--- src/rtl/branch_table_updater.sv ---
// Write-side controller for the branch predictor table: clears the RAM after reset, then
// turns resolved-branch updates into a 3-stage read-modify-write pipeline with write bypass.
module branch_table_updater #(
  parameter int unsigned C_DEPTH     = 512,
  parameter int unsigned C_TAG_WIDTH = 17,
  localparam int unsigned IDX_W      = $clog2(C_DEPTH),
  localparam int unsigned EW         = C_TAG_WIDTH + 3
) (
  input  logic                   clk,
  input  logic                   rst,
  input  logic                   update_valid,
  output logic                   update_ready,
  input  logic [IDX_W-1:0]       update_index,
  input  logic [C_TAG_WIDTH-1:0] update_tag,
  input  logic                   update_taken,
  output logic                   init_done,
  output logic                   ram_read_en,
  output logic [IDX_W-1:0]       ram_read_addr,
  input  logic [EW-1:0]          ram_read_data,
  output logic                   ram_write_en,
  output logic [IDX_W-1:0]       ram_write_addr,
  output logic [EW-1:0]          ram_write_data
);

  typedef enum logic {
    ST_CLEAR = 1'b0,
    ST_RUN   = 1'b1
  } state_t;

  localparam logic [IDX_W-1:0] LAST_IDX = IDX_W'(C_DEPTH - 1);

  state_t                 state;
  state_t                 state_nxt;
  logic [IDX_W-1:0]       clr_cnt;
  logic [IDX_W-1:0]       clr_cnt_nxt;

  logic                   s2_valid;
  logic [IDX_W-1:0]       s2_idx;
  logic [C_TAG_WIDTH-1:0] s2_tag;
  logic                   s2_taken;
  logic [EW-1:0]          s2_old;
  logic [EW-1:0]          s2_new;
  logic                   s2_hit;
  logic [1:0]             s2_ctr;

  logic                   w1_valid;
  logic [IDX_W-1:0]       w1_idx;
  logic [EW-1:0]          w1_entry;
  logic                   w2_valid;
  logic [IDX_W-1:0]       w2_idx;
  logic [EW-1:0]          w2_entry;

  // State register
  always_ff @(posedge clk) begin
    if (rst) begin
      state   <= ST_CLEAR;
      clr_cnt <= '0;
    end else begin
      state   <= state_nxt;
      clr_cnt <= clr_cnt_nxt;
    end
  end

  // Next state: sweep the clear counter across the table once, then stay in RUN
  always_comb begin
    state_nxt   = state;
    clr_cnt_nxt = clr_cnt;
    if (state == ST_CLEAR) begin
      clr_cnt_nxt = clr_cnt + IDX_W'(1);
      if (clr_cnt == LAST_IDX) begin
        state_nxt = ST_RUN;
      end
    end
  end

  // Outputs: clear writes in CLEAR, pipeline writes in RUN; no write while rst is high
  always_comb begin
    update_ready   = (state == ST_RUN);
    init_done      = (state == ST_RUN);
    ram_write_en   = 1'b0;
    ram_write_addr = '0;
    ram_write_data = '0;
    if (!rst) begin
      case (state)
        ST_CLEAR: begin
          ram_write_en   = 1'b1;
          ram_write_addr = clr_cnt;
        end
        ST_RUN: begin
          if (w1_valid) begin
            ram_write_en   = 1'b1;
            ram_write_addr = w1_idx;
            ram_write_data = w1_entry;
          end
        end
        default: ;
      endcase
    end
  end

  assign ram_read_en   = update_valid && update_ready;
  assign ram_read_addr = update_index;

  // S2: pick the freshest copy of the entry, then apply the counter update
  always_comb begin
    if (w1_valid && (w1_idx == s2_idx)) begin
      s2_old = w1_entry;
    end else if (w2_valid && (w2_idx == s2_idx)) begin
      s2_old = w2_entry;
    end else begin
      s2_old = ram_read_data;
    end
    s2_hit = s2_old[EW-1] && (s2_old[EW-2:2] == s2_tag);
    s2_ctr = s2_old[1:0];
    if (!s2_hit) begin
      s2_ctr = s2_taken ? 2'b10 : 2'b01;
    end else if (s2_taken && (s2_ctr != 2'b11)) begin
      s2_ctr = s2_ctr + 2'd1;
    end else if (!s2_taken && (s2_ctr != 2'b00)) begin
      s2_ctr = s2_ctr - 2'd1;
    end
    s2_new = {1'b1, s2_tag, s2_ctr};
  end

  // Pipeline valids; rst discards everything in flight
  always_ff @(posedge clk) begin
    if (rst) begin
      s2_valid <= 1'b0;
      w1_valid <= 1'b0;
      w2_valid <= 1'b0;
    end else begin
      s2_valid <= ram_read_en;
      w1_valid <= s2_valid;
      w2_valid <= w1_valid;
    end
  end

  // Pipeline payload; W2 keeps the entry written last cycle for the 2-cycle bypass
  always_ff @(posedge clk) begin
    s2_idx   <= update_index;
    s2_tag   <= update_tag;
    s2_taken <= update_taken;
    w1_idx   <= s2_idx;
    w1_entry <= s2_new;
    w2_idx   <= w1_idx;
    w2_entry <= w1_entry;
  end

endmodule

--- config.mk ---
export PLATFORM = sky130hd
export DESIGN_NAME = branch_table_updater
export DESIGN_NICKNAME = d
export VERILOG_FILES = /design/src/rtl/branch_table_updater.sv
export SDC_FILE = /design/constraint.sdc
export NUM_CORES = 1
export LEC_CHECK = 0
export CAP_MARGIN = 20
export CORE_MARGIN = 1
export CORE_UTILIZATION = 52
export DETAILED_ROUTE_END_ITERATION = 10
export HOLD_SLACK_MARGIN = 0.08
export PLACE_DENSITY = 0.85
export SETUP_SLACK_MARGIN = 0.4
export SLEW_MARGIN = 0
export SYNTH_ARGS = -nofsm -noshare
export SYNTH_HDL_FRONTEND = slang
export SYNTH_SLANG_ARGS = --single-unit
--- constraint.sdc ---
create_clock -name clk -period 4.5 [get_ports clk]
set_input_delay 1.125 -clock clk [delete_from_list [all_inputs] [get_ports clk]]
set_output_delay 1.125 -clock clk [all_outputs]
set_load 0.02 [all_outputs]
# Word-level counts from Yosys, hierarchy flattened
# Index checks and enable logic that the tools add are counted.
[word_totals]
ff_bits = 96
inputBits = 50
out_inout_bits = 42
word_cells = 46
[classes]
add_sub_neg = 3
n_eq_ne = 5
muxes = 17
n_bitwise = 1
n_reduce_logical = 8
[op_table]
columns = ["cell", "n"]
rows = [
  ["$mux W20", 5],
  ["$eq A9 B9 Y1", 2],
  ["$mux W9", 2],
  ["$pmux W9 S2", 1],
  ["$eq A17 B17 Y1", 1],
  ["$add A9 B1 Y9 const B", 1],
  ["$eq A9 B9 Y1 const B", 1],
  ["$mux W2", 4],
  ["$logic_and A1 B1 Y1", 6],
  ["$mux W1", 4],
  ["$add A2 B1 Y2 const B", 1],
  ["$ne A2 B2 Y1 const B", 1],
  ["$pmux W1 S2", 1],
  ["$reduce_bool A2 Y1", 1],
  ["$sub A2 B1 Y2 const B", 1],
  ["$logic_not A1 Y1", 1],
  ["$not A1 Y1", 1],
]

# Logic depth before layout (Yosys ltp)
[depth]
ltp_word = 9
ltp_mapped = 12
mapped_depth_nobuf = 10

# Worst setup path before layout
# OpenSTA, ideal clock, no wires.
[synth_timing]
path_kind = "register -> output"
from = "register state (netlist: init_done)"
to = "output port ram_write_data[10]"
t_arrival_ns = 1.951
t_required_ns = 3.375
path_slack_ns = 1.424
stages_incl_launch_ff = 7
path_buffers = 3
path_cell_list = "dfxtp_1 > clkbuf_1 > and2_1 > clkbuf_1 > nor2b_1 > clkbuf_1 > and2_1"
[synth_via]
elab_chain_len = 2
[synth_lines]
columns = ["element", "line", "source"]
rows = [
  ["from (decl)", "32", "state_t state;"],
  ["from (signal assigned)", "59", "state <= state_nxt;"],
  ["$mux W20", "84", "case (state)"],
  ["$mux W20", "83", "if (!rst) begin"],
  ["to (decl)", "22", "output logic [EW-1:0] ram_write_data"],
]
# No other way between the ends.

# Worst setup path after layout
[layout_timing]
from = "input port rst"
to = "output port ram_write_data[18]"
[layout_via]
elab_chain_len = 1
[layout_lines]
columns = ["element", "line", "source"]
rows = [
  ["from (decl)", "10", "input logic rst,"],
  ["$mux W20", "83", ""],
]
# No other way between the ends.

==> run metrics <==
status=completed; Hold-fix buffers, CTS=0; vias per cell=5.125; WP data arrival=2690 ps; EDFF count, synth=0; number of synthesized register bits=96; Distinct cells, synth=43; TritonCTS clock tree=done; Critical Path Slowest Stage Cell=clkdlybuf4s50_1; min Tclk post-route=approximately 3800 ps; Mean Syn Cell Area=slightly above 10 um^2; Setup Fix Bufs, Post-CTS=0; max-cap violation count=0; share of the synthesized area in the top cell type=0.5280; vias in the first global route=2721; Post-Syn Instances=351; Clk Latency, worst-skew pair=370 ps; Final Util=0.7002; top post-synthesis cells by count=96 x dfxtp_1, 32 x nor2_1, 21 x and2_1; post-synthesis cell area=around 3600 um^2; Core Box Area=roughly 6800 um^2; CP max stage delay=610 ps; Routed WL=slightly below 8000 um; Cells after DPL=approximately 520; Synth Warn #=0; CP bufs+invs=3; drt pass-1 iters=4; Hold Fails Final Rpt=0; Hold Crit Class=register to register; IO Port Bufs=91; Slew @ Worst Pin=slightly below 700 ps; Root Driver=clkbuf_8; Critical Path Sink Type=primary output; CP Cell Sequence=clkdlybuf4s50_1 -> nor2b_1 -> buf_4 -> and2_1 -> clkdlybuf4s50_1; row cnt=30; CTS Buffer Depth=2; initial antenna violation count=0; Die H=~86 um; Setup Crit Path Kind=input pin to primary output; RSZ-0062 raised after global routing=false; sequential area share after synthesis=0.5280; Nets=488; initial core utilization=0.5357; post-route insts no fill=about 540; Top FF cell, synth=dfxtp_1; leading area contributor after synthesis=dfxtp_1; worst vdd ir=0.0002624 V; CP Launch Type=input pin; Tcrit/Tclk final=0.8484; PD cells=between 300 and 400 nW/um^2; Critical Path RT=3380 ps; GRT Util Overall=0.2299; full die area=7338 um^2; maximum clock rate=261.9 MHz; DRC=0; Area Growth Syn to Fin=30.70%; Post-Place Worst Slack=685.3 ps; Clk pin slew, worst setup/hold paths=about 90 ps; 1st-iter DRT viols=116; routability cong.=just under 0.8; io pins=92; Layout Skew=approximately 13 ps; layout cells sized above 1=0.09339; TNS Setup=0 ps; total number of vias=2742; Antenna Cells=0; Top Family by Delay on Critical Path=buffers and inverters; final slew viol count=0; ys async rst share=0; most used cell, CP=clkdlybuf4s50_1; WL/cell=about 15 um; Net Count, Synth=405; Max-slew headroom=0.5322; grt total ovfl=0; die width=~86 um; Hold WS=about 370 ps; final setup violation count=0; Num CTS Buffers=9; TritonCTS Sinks=96; synth top area cells=dfxtp_1 53%, xor2_1 4.3%, and2_1 3.6%; Max FO, Critical Path=11; antenna viol nets, final=0; setup ws final=682.2 ps; most common cell in the netlist=dfxtp_1; # H-tree levels=3; CTS resizes=0; first-pass GRT wire length=12890 um; largest net degree at the start of global routing=24; Static Leak=1.867 nW; half-perimeter wire length after placement=5695 um
## cells by family after synthesis
family | after synthesis | share of synthesized area
flops | 96 | 0.5280
simple gates | 131 | 0.2255
buf+inv | 29 | 0.04537
compound gates | 50 | 0.08560
fa+ha+maj | 4 | 0.01375
mux | 9 | 0.02475
xor+xnor | 32 | 0.07700
## worst register-to-register path, stage by stage (launching register included)
cell and delay (ps):
dfxtp_1 350, xor2_1 190, nor4_4 640, nand3_2 600, a211oi_1 490, nor3_1 110
or4b_4 560, nor4b_4 350, a41oi_1 160, a31o_1 220
## worst paths after layout
check             cells past startpoint                 end      start  slack (ps)
setup / recovery                      5  ram_write_data[18]        rst         680
hold / removal                        0         w1_entry[3]  s2_tag[1]         370
setup reg to reg                      9         w1_entry[1]  s2_idx[7]         740
hold reg to reg                       0         w1_entry[3]  s2_tag[1]         370
## cells in the final DEF, fill, tap and decap left out, drive strengths merged, types with 13 or more instances in the layout
| cell | synthesis | final |
|---|---|---|
| o21ai | 18 | 18 |
| clkdlybuf4s50 | 0 | 91 |
| nor2 | 32 | 32 |
| dfxtp | 96 | 96 |
| and4 | 13 | 13 |
| nor2b | 14 | 14 |
| xnor2 | 14 | 14 |
| and2 | 22 | 22 |
| xor2 | 18 | 18 |
## where the power goes
part	switching (mW)	total [mW]	internal, mW	leakage [nW]
clock	0.320	0.533	0.213	0.0927
combinational	0.0611	0.145	0.0844	0.968
sequential	0.0289	0.920	0.892	0.806
total	0.410	1.60	1.19	1.87
## layout make-up
cell class,instances,area (um^2)
fill,531,2037
sequential,96,1922
multi-input combinational,226,1558
timing repair buffer,97,955.9
clock buffer,9,123.9
tap,96,120.1
clock inverter,7,62.56
inverter,4,15.01
## flip-flops by register name, summed over array words and instances (netlist names), 9 cells and up
register and cells:
clr_cnt 9, s2_tag 17, w1_idx 9, w2_entry 19, w1_entry 19, s2_idx 9, w2_idx 9
## metrics by stage
step                      area, um^2  power, mW
after detailed placement        4571      1.084
after global placement          4571      1.078
after CTS                       4757      1.603
final                           4757      1.598
after global routing            4757      1.662
after floorplan                 3640      1.012
## metal layers
| metal | GRT usage | up-vias | share of wire |
|---|---|---|---|
| met3 | 0.04812 | 13 | 0.039 |
| met4 | 0.09545 | 0 | 0.016 |
| met1 | 0.2833 | 1290 | 0.46 |
| li1 | - | 1374 | - |
| met2 | 0.3927 | 65 | 0.49 |
| met5 | 0 | - | 0 |
No activity file was read; power rests on OpenSTA's default activity.
